<file path="config.mk">
export PLATFORM = sky130hd
export DESIGN_NAME = iobus_uart_tx
export DESIGN_NICKNAME = d
export VERILOG_FILES = /design/src/rtl/iobus_uart_tx.sv
export SDC_FILE = /design/constraint.sdc
export NUM_CORES = 1
export LEC_CHECK = 0
export CORE_MARGIN = 3
export CORE_UTILIZATION = 46
export DETAILED_ROUTE_END_ITERATION = 16
export PLACE_DENSITY = 0.73
export SYNTH_ARGS = -nofsm -noshare
export SYNTH_HDL_FRONTEND = slang
export SYNTH_SLANG_ARGS = --single-unit
export TNS_END_PERCENT = 50
</file>
<file path="constraint.sdc">
create_clock -name CLK -period 6.15 [get_ports CLK]
set_clock_uncertainty 0.05 [all_clocks]
set_input_delay 0.615 -clock CLK [delete_from_list [all_inputs] [get_ports CLK]]
set_output_delay 0.615 -clock CLK [all_outputs]
set_load 0.02 [all_outputs]
</file>
<file path="src/rtl/iobus_uart_tx.sv">
// -----------------------------------------------------------------------------
// iobus_uart_tx
// Memory-mapped 8N1 UART transmitter on the CPU IOBUS. Bytes written to TXDATA
// queue in a small circular FIFO and are shifted out LSB first on TX. Frames
// sent from a non-empty FIFO follow each other with no idle gap.
//
// Register window (word offsets from BASE_ADDR, decoded on IOBUS_ADDR[31:2]):
//   +0x0 TXDATA  W: push IOBUS_OUT[7:0]              R: 0
//   +0x4 STATUS  R: {count[8:4], ovf, empty, full, busy}
//                W: bit3 = 1 clears the sticky overflow flag
//   +0x8 CTRL    R/W: bit0 irq_en
//
// Ports:
//   CLK          system clock, rising edge
//   RESET_N      asynchronous active-low reset
//   IOBUS_ADDR   byte address from the CPU
//   IOBUS_OUT    write data from the CPU
//   IOBUS_WR     single-cycle write strobe
//   IOBUS_IN     read data, combinational from IOBUS_ADDR
//   TX           registered serial output, idle high
//   IRQ          registered level interrupt: enabled, FIFO empty, line idle
// -----------------------------------------------------------------------------
module iobus_uart_tx #(
  parameter logic [31:0] BASE_ADDR    = 32'h1100_0000,
  parameter int          CLKS_PER_BIT = 868,
  parameter int          FIFO_DEPTH   = 8
) (
  input  logic        CLK,
  input  logic        RESET_N,
  input  logic [31:0] IOBUS_ADDR,
  input  logic [31:0] IOBUS_OUT,
  input  logic        IOBUS_WR,
  output logic [31:0] IOBUS_IN,
  output logic        TX,
  output logic        IRQ
);

  localparam int PTR_W = $clog2(FIFO_DEPTH);
  localparam int CNT_W = $clog2(FIFO_DEPTH) + 1;
  localparam int BIT_W = $clog2(CLKS_PER_BIT);

  localparam logic [29:0]      WORD_TXDATA = BASE_ADDR[31:2];
  localparam logic [29:0]      WORD_STATUS = BASE_ADDR[31:2] + 30'd1;
  localparam logic [29:0]      WORD_CTRL   = BASE_ADDR[31:2] + 30'd2;
  localparam logic [BIT_W-1:0] BIT_LAST    = BIT_W'(CLKS_PER_BIT - 1);
  localparam logic [CNT_W-1:0] CNT_FULL    = CNT_W'(FIFO_DEPTH);

  typedef enum logic [1:0] {
    ST_IDLE  = 2'd0,
    ST_START = 2'd1,
    ST_DATA  = 2'd2,
    ST_STOP  = 2'd3
  } state_t;

  // Bus decode
  logic sel_txdata_s;
  logic sel_status_s;
  logic sel_ctrl_s;
  logic push_s;
  logic ovf_clr_s;
  logic ctrl_wr_s;

  // FIFO
  logic [7:0]       fifo_mem_r [FIFO_DEPTH];
  logic [PTR_W-1:0] wr_ptr_r;
  logic [PTR_W-1:0] rd_ptr_r;
  logic [CNT_W-1:0] fifo_cnt_r;
  logic [4:0]       fifo_cnt5_s;
  logic             empty_s;
  logic             full_s;
  logic             accept_s;
  logic             drop_s;
  logic [7:0]       head_s;

  // Transmitter
  state_t           state_r;
  state_t           state_next_s;
  logic [BIT_W-1:0] bit_cnt_r;
  logic [BIT_W-1:0] bit_cnt_next_s;
  logic [2:0]       data_idx_r;
  logic [2:0]       data_idx_next_s;
  logic [7:0]       shift_r;
  logic [7:0]       shift_next_s;
  logic             bit_done_s;
  logic             pop_s;
  logic             tx_next_s;
  logic             tx_r;

  // Control / status
  logic             ovf_r;
  logic             irq_en_r;
  logic             irq_r;
  logic             busy_s;

  // Address decode, write strobes and FIFO occupancy flags
  always_comb begin
    sel_txdata_s = (IOBUS_ADDR[31:2] == WORD_TXDATA);
    sel_status_s = (IOBUS_ADDR[31:2] == WORD_STATUS);
    sel_ctrl_s   = (IOBUS_ADDR[31:2] == WORD_CTRL);
    push_s       = IOBUS_WR & sel_txdata_s;
    ovf_clr_s    = IOBUS_WR & sel_status_s & IOBUS_OUT[3];
    ctrl_wr_s    = IOBUS_WR & sel_ctrl_s;
    empty_s      = (fifo_cnt_r == {CNT_W{1'b0}});
    full_s       = (fifo_cnt_r == CNT_FULL);
    head_s       = fifo_mem_r[rd_ptr_r];
    fifo_cnt5_s  = 5'(fifo_cnt_r);
    busy_s       = (state_r != ST_IDLE);
  end

  // Push acceptance: a full FIFO still takes a byte when a pop frees the slot
  // in the same cycle (write and read pointers coincide, old head is read
  // combinationally before the edge overwrites it).
  always_comb begin
    accept_s = push_s & (~full_s | pop_s);
    drop_s   = push_s & full_s & ~pop_s;
  end

  // FIFO storage; contents need no reset because count gates every read
  always_ff @(posedge CLK) begin
    if (accept_s) begin
      fifo_mem_r[wr_ptr_r] <= IOBUS_OUT[7:0];
    end else begin
      fifo_mem_r[wr_ptr_r] <= fifo_mem_r[wr_ptr_r];
    end
  end

  // FIFO pointers and occupancy count; pointers wrap naturally (power-of-2 depth)
  always_ff @(posedge CLK or negedge RESET_N) begin
    if (!RESET_N) begin
      wr_ptr_r   <= {PTR_W{1'b0}};
      rd_ptr_r   <= {PTR_W{1'b0}};
      fifo_cnt_r <= {CNT_W{1'b0}};
    end else begin
      if (accept_s) begin
        wr_ptr_r <= wr_ptr_r + {{(PTR_W-1){1'b0}}, 1'b1};
      end else begin
        wr_ptr_r <= wr_ptr_r;
      end
      if (pop_s) begin
        rd_ptr_r <= rd_ptr_r + {{(PTR_W-1){1'b0}}, 1'b1};
      end else begin
        rd_ptr_r <= rd_ptr_r;
      end
      case ({accept_s, pop_s})
        2'b10:   fifo_cnt_r <= fifo_cnt_r + {{(CNT_W-1){1'b0}}, 1'b1};
        2'b01:   fifo_cnt_r <= fifo_cnt_r - {{(CNT_W-1){1'b0}}, 1'b1};
        default: fifo_cnt_r <= fifo_cnt_r;
      endcase
    end
  end

  // Transmitter next-state logic; TX is derived from the next state so the
  // registered pin changes on the same edge as the state it belongs to.
  always_comb begin
    state_next_s    = state_r;
    bit_cnt_next_s  = bit_cnt_r;
    data_idx_next_s = data_idx_r;
    shift_next_s    = shift_r;
    pop_s           = 1'b0;
    bit_done_s      = (bit_cnt_r == BIT_LAST);

    case (state_r)
      ST_IDLE: begin
        bit_cnt_next_s = {BIT_W{1'b0}};
        if (!empty_s) begin
          pop_s        = 1'b1;
          shift_next_s = head_s;
          state_next_s = ST_START;
        end else begin
          state_next_s = ST_IDLE;
        end
      end
      ST_START: begin
        if (bit_done_s) begin
          state_next_s    = ST_DATA;
          bit_cnt_next_s  = {BIT_W{1'b0}};
          data_idx_next_s = 3'd0;
        end else begin
          bit_cnt_next_s = bit_cnt_r + {{(BIT_W-1){1'b0}}, 1'b1};
        end
      end
      ST_DATA: begin
        if (bit_done_s) begin
          bit_cnt_next_s = {BIT_W{1'b0}};
          shift_next_s   = {1'b0, shift_r[7:1]};
          if (data_idx_r == 3'd7) begin
            state_next_s = ST_STOP;
          end else begin
            data_idx_next_s = data_idx_r + 3'd1;
          end
        end else begin
          bit_cnt_next_s = bit_cnt_r + {{(BIT_W-1){1'b0}}, 1'b1};
        end
      end
      ST_STOP: begin
        if (bit_done_s) begin
          bit_cnt_next_s = {BIT_W{1'b0}};
          // Chain straight into the next start bit when more data waits
          if (!empty_s) begin
            pop_s        = 1'b1;
            shift_next_s = head_s;
            state_next_s = ST_START;
          end else begin
            state_next_s = ST_IDLE;
          end
        end else begin
          bit_cnt_next_s = bit_cnt_r + {{(BIT_W-1){1'b0}}, 1'b1};
        end
      end
      default: begin
        state_next_s   = ST_IDLE;
        bit_cnt_next_s = {BIT_W{1'b0}};
      end
    endcase

    case (state_next_s)
      ST_START: tx_next_s = 1'b0;
      ST_DATA:  tx_next_s = shift_next_s[0];
      default:  tx_next_s = 1'b1;
    endcase
  end

  // Transmitter state, counters, shift register and the TX pin
  always_ff @(posedge CLK or negedge RESET_N) begin
    if (!RESET_N) begin
      state_r    <= ST_IDLE;
      bit_cnt_r  <= {BIT_W{1'b0}};
      data_idx_r <= 3'd0;
      shift_r    <= 8'd0;
      tx_r       <= 1'b1;
    end else begin
      state_r    <= state_next_s;
      bit_cnt_r  <= bit_cnt_next_s;
      data_idx_r <= data_idx_next_s;
      shift_r    <= shift_next_s;
      tx_r       <= tx_next_s;
    end
  end

  // Sticky overflow (a drop in the same cycle as a clear keeps it set) and irq_en
  always_ff @(posedge CLK or negedge RESET_N) begin
    if (!RESET_N) begin
      ovf_r    <= 1'b0;
      irq_en_r <= 1'b0;
    end else begin
      if (drop_s) begin
        ovf_r <= 1'b1;
      end else if (ovf_clr_s) begin
        ovf_r <= 1'b0;
      end else begin
        ovf_r <= ovf_r;
      end
      if (ctrl_wr_s) begin
        irq_en_r <= IOBUS_OUT[0];
      end else begin
        irq_en_r <= irq_en_r;
      end
    end
  end

  // TX-idle interrupt, one cycle behind its condition
  always_ff @(posedge CLK or negedge RESET_N) begin
    if (!RESET_N) begin
      irq_r <= 1'b0;
    end else begin
      irq_r <= irq_en_r & empty_s & (state_r == ST_IDLE);
    end
  end

  // Read mux; reflects registers after the latest edge, so a same-cycle push
  // is not yet visible in the count
  always_comb begin
    IOBUS_IN = 32'd0;
    if (sel_status_s) begin
      IOBUS_IN = {23'd0, fifo_cnt5_s, ovf_r, empty_s, full_s, busy_s};
    end else if (sel_ctrl_s) begin
      IOBUS_IN = {31'd0, irq_en_r};
    end else begin
      IOBUS_IN = 32'd0;
    end
  end

  assign TX  = tx_r;
  assign IRQ = irq_r;

endmodule

</file>
* Word level (Yosys, flattened, before mapping)
Memories as Yosys holds them, arrays and structs flattened.
Index checks and enable logic that the tools add are counted.
** Word-level totals
- Bits in registers :: 37
- Memory bits (writable) :: 64
- Bits of input ports :: 67
- Memories kept :: 1
** Memory list
- fifo_mem_r :: words 8, bits a word 8, read ports 1, clocked after Yosys merged registers in 0, wr ports 1, line 64 : logic [7:0] fifo_mem_r [FIFO_DEPTH];
** Operators by class
- $add $sub $neg :: 6
- Eq/ne operators :: 18
- Muxes and demuxes :: 29
- Bitwise operators :: 13
- Reductions and logical operators :: 11
** Operators with widths (number)
- $eq 30x27->1 const B :: 3
- $mux 32 :: 1
- $mux 8 :: 4
- $pmux 8 s3 :: 1
- $pmux 10 s2 :: 1
- $add 10x1->10 const B :: 1
- $eq 10x10->1 const B :: 1
- $mux 10 :: 1
- $add 3x1->3 const B :: 3
- $and 1x1->1 :: 9
- $mux 1 :: 9
- $mux 3 :: 3
- $eq 2x2->1 const B :: 4
- $mux 2 :: 4
- $ne 2x2->1 const B :: 4
- $pmux 2 s4 :: 1
- $pmux 4 s2 :: 1
- $reduce_bool 2->1 :: 4
- $eq 2x1->1 const B :: 3
- $pmux 3 s2 :: 1
- $add 4x1->4 const B :: 1
- $eq 4x4->1 const B :: 1
- $logic_not 4->1 :: 1
- $pmux 1 s2 :: 2
- other kinds (11) :: 13

* Longest topological paths before layout
- Word-level depth :: 9
- Gate-level depth with buffers :: 14
- Depth with buffers taken out :: 12

* Worst setup path before layout
OpenSTA, ideal clock, no wires.
- Path type :: input -> register
- Start point :: input port IOBUS_ADDR[14]
- End point :: memory fifo_mem_r[1][0] (enable)
- Arrival time :: 2.663 ns
- Required time :: 5.702 ns
- Path slack :: 3.039 ns
- Stages :: 6
- Cells stage by stage :: nor4b_1 > nand4_1 > nor3_4 > nand3_1 > buf_2 > nor4b_1
** Between the ends
- Cells in the longest elaborated chain, start to end :: 6
- Elaborated cells between the ends (all ways) :: 8
** Ends and longest elaborated chain
- start: declaration :: line 30 : input logic [31:0] IOBUS_ADDR,
- $eq 30x27->1 * :: line 97 : sel_txdata_s = (IOBUS_ADDR[31:2] == WORD_TXDATA);
- $and 1x1->1 * :: line 100 : push_s = IOBUS_WR & sel_txdata_s;
- $and 1x1->1 * :: line 114 : accept_s = push_s & (~full_s | pop_s);
- $mux 1, on equally long branches :: line 120, 123
- $mux 1 (not written as such) / $reduce_and 2->1 (equally long branches)
- $or 1x1->1 (no source line) *
- end: declaration :: line 64
Mark *: on every way between the ends. The rest lies on a longest branch, timed or not.

* Worst setup path in the final report
- Start point :: input port IOBUS_ADDR[5]
- End point :: output port IOBUS_IN[2]
** Between the ends
- Cells in the longest elaborated chain, start to end :: 2
** Ends and longest elaborated chain
- $eq 30x27->1 :: line 98 : sel_status_s = (IOBUS_ADDR[31:2] == WORD_STATUS);
- $mux 32 :: line 274 : if (sel_status_s) begin
- end: declaration :: line 33 : output logic [31:0] IOBUS_IN,
Every way passes these cells.

==> results.ini <==
[floorplan]
dieHeight_um = 109
start_util = 0.475
die_area_mm2 = 0.0120
core_area_mm2 = 0.0104
row_count = 37
ios = 101
fp.dieW_um = 109

[route]
wirelength_um = 9520
drt_first_pass_iters = 4
dr_total_vias = 3015
drt_iter0_markers = 241
drt.antenna.violating_nets = 0
via_per_inst = 5.49
drc_errors = 0
avgRoutedWirePerCell_um = 17.3

[final_layout]
multi_input_area_mm2 = 0.00185
num_antenna_cells = 0
register_area_mm2 = 0.00285
fin_area_mm2 = 0.00566
final_nets = 488
nFillCells = 880
syn_to_final_growth_pct = 15.0
drive_gt1_frac = 0.145

[synthesis]
avgSynthCellArea_um2 = 13.7
ys_ff_latch = 101
synth_area_leaders = edfxtp_1 39%, dfrtp_1 18%, mux4_2 7.3%, buf_4 4.0%, ha_1 3.3%
netlist_area_mm2 = 0.00492
yosysTopAreaCell = edfxtp_1
synth_top_cell_area_share = 0.391
yosysSeqAreaShare = 0.579
async_flop_share = 0.366
post_synth_inst_count = 359
synthFlopType = edfxtp_1
synth_commonest_cells = 64 x edfxtp_1, 36 x dfrtp_1, 29 x nor2_1
synth.most_common_cell = edfxtp_1
yosysWarnings = 0
synth_edf_count = 64
synth_cell_types = 58

[pwr]
power_leakage_nw = 2.07
power_mw = 1.20
vdd_ir_drop_max_mv = 0.194
p_per_area_mw_per_mm2 = 213

[clock_tree]
cts_buffer_depth = 2
cts_resized = 0
cts_hold_buf = 0
postCtsSetupRepairBufs = 0
cts_inserted_buffers = 9
cts-htree-levels = 3
tritoncts = yes
cts_root_buf = clkbuf_8
clkLatencyLatePin_ns = 0.37
clk_pin_slew_ns = 0.10
clock_sinks = 101

[setup_path]
cp_common_cell = clkdlybuf4s50_1
crit_arrival_ns = 2.98
required_ns = 5.48
crit_chain = clkdlybuf4s50_1 -> nor4_1 -> nand4_1 -> nor3_4 -> nand2_1 -> nor2_1 -> clkdlybuf4s50_1
cpPeakStageDelay_ns = 0.64
crit_start = IOBUS_ADDR[5]
start_kind = input pin
reg2reg_from = bit_cnt_r[0]$_DFF_PN0_
crit_slowest_cell = clkdlybuf4s50_1
rrSetupSlack_ns = 2.57
r2r_cells = 7
crit_type = in -> out
critPathMaxFanout = 8
cp-end-kind = output pin

[sta]
worstMarginPinSlew_ns = 1.04
drv_slew = 0
final.period_utilization = 0.593
finalSetupTns_ns = 0
period_needed_ns = 3.65
setup_slack_ns = 2.50
maxSlewHeadroom = 0.310
final-setup-viol-count = 0
finalHoldViolations = 0
rsz0062_at_grt = no
fmax_mhz = 274

[flow_run]
cap_violations = 0

[global_route]
grt.overflow.total = 0
grtUsageTotal = 0.172
grt_antenna_before_repair = 0
grt_max_degree = 38
grt_pass1_vias = 3023
grt_pass1_wl_um = 15800

[place]
pre_cts_ws_ns = 2.19
place_area_mm2 = 0.00546
portBuffers = 50
routabilityCongestion = 0.793
hpwl_um = 6880

[worst_hold_path]
hold_class = in -> async

[status]
status = finished, final reports clean

-- final cells by class --
class	instances	share of cell area
flip-flops and latches	101	0.504
well taps	136	0.0301
inverters	7	0.00464
clock buffers	9	0.0219
repair buffers	58	0.0982
multi-input cells	231	0.328
clock inverters	7	0.0139
-- cell families (layout without fill, tap and decap cells) --
group | count (synthesis) | in the layout | synth area share
flip-flops | 101 | 101 | 0.579
XOR/XNOR | 17 | 17 | 0.0303
AO/OA/AOI/OAI | 47 | 47 | 0.0758
adder cells (fa/ha/maj) | 13 | 13 | 0.0331
multiplexers | 30 | 30 | 0.103
AND/OR/NAND/NOR | 100 | 100 | 0.114
buffers and inverters | 50 | 81 | 0.0643
other | 1 | 24 | 0.000762
-- path summary, 6_finish.rpt --
check                                              to
max reg2reg                fifo_mem_r[0][6]$_DFFE_PP_
min                            bit_cnt_r[3]$_DFF_PN0_
max                                       IOBUS_IN[2]
max in group asynchronous        irq_en_r$_DFFE_PN0P_
min reg2reg                    bit_cnt_r[0]$_DFF_PN0_
min in group CLK               bit_cnt_r[0]$_DFF_PN0_
-- critical path: cells and delay by family --
| kind | cells | cell delay [ns] |
|---|---|---|
| buf+inv | 2 | 1.04 |
| simple gates | 5 | 1.32 |
-- layout by cell type, fill, tap and decap left out, types with 2 or more instances in the layout --
cell type,count
a211oi_1,6
a21oi_1,6
a22o_1,7
a31o_2,6
and2_1,2
and3_1,8
buf_4,8
clkbuf_8,9
clkdlybuf4s50_1,49
clkinv_8,2
clkinvlp_4,2
conb_1,24
dfrtp_1,36
edfxtp_1,64
ha_1,13
inv_1,7
inv_8,2
mux2_2,4
mux2i_1,10
mux4_2,16
nand2_1,13
nand2b_1,3
nand3_1,8
nand3b_1,2
nand4_1,5
nor2_1,29
nor3_1,5
nor4_1,10
nor4b_1,2
nor4b_2,2
o21ai_0,7
or4_1,2
xnor2_1,6
xor2_1,11
-- registers in the layout, indices dropped and copies added (netlist names) --
| signal | count |
|---|---|
| state_r | 2 |
| data_idx_r | 3 |
| shift_r | 8 |
| IRQ | 1 |
| TX | 1 |
| fifo_mem_r | 64 |
| rd_ptr_r | 3 |
| wr_ptr_r | 3 |
| fifo_cnt_r | 4 |
| irq_en_r | 1 |
| ovf_r | 1 |
| bit_cnt_r | 10 |
-- metal layers --
layer  global-route usage  vias up  share of wire
met3               0.0399        8          0.040
met2                0.301       83           0.54
met1                0.217     1511           0.42
met4               0.0427        0         0.0062
met5                    0        -              0
li1                     -     1413              -
-- per-stage QoR --
stage               hold slack [ns]  utilization  std cells
floorplan                     0.269            -        382
global placement              0.416        0.526        533
detailed placement            0.429        0.526        533
CTS                           0.307        0.546        549
global route                  0.338        0.546        549
finish                        0.285        0.546        549
-- power breakdown --
group	internal [mW]	switching (mW)	total (mW)
clock network	0.161	0.250	0.411
logic	0.0274	0.0331	0.0605
registers	0.727	0.00397	0.731
total	0.915	0.287	1.20
Power figures use the tool's default switching activity.
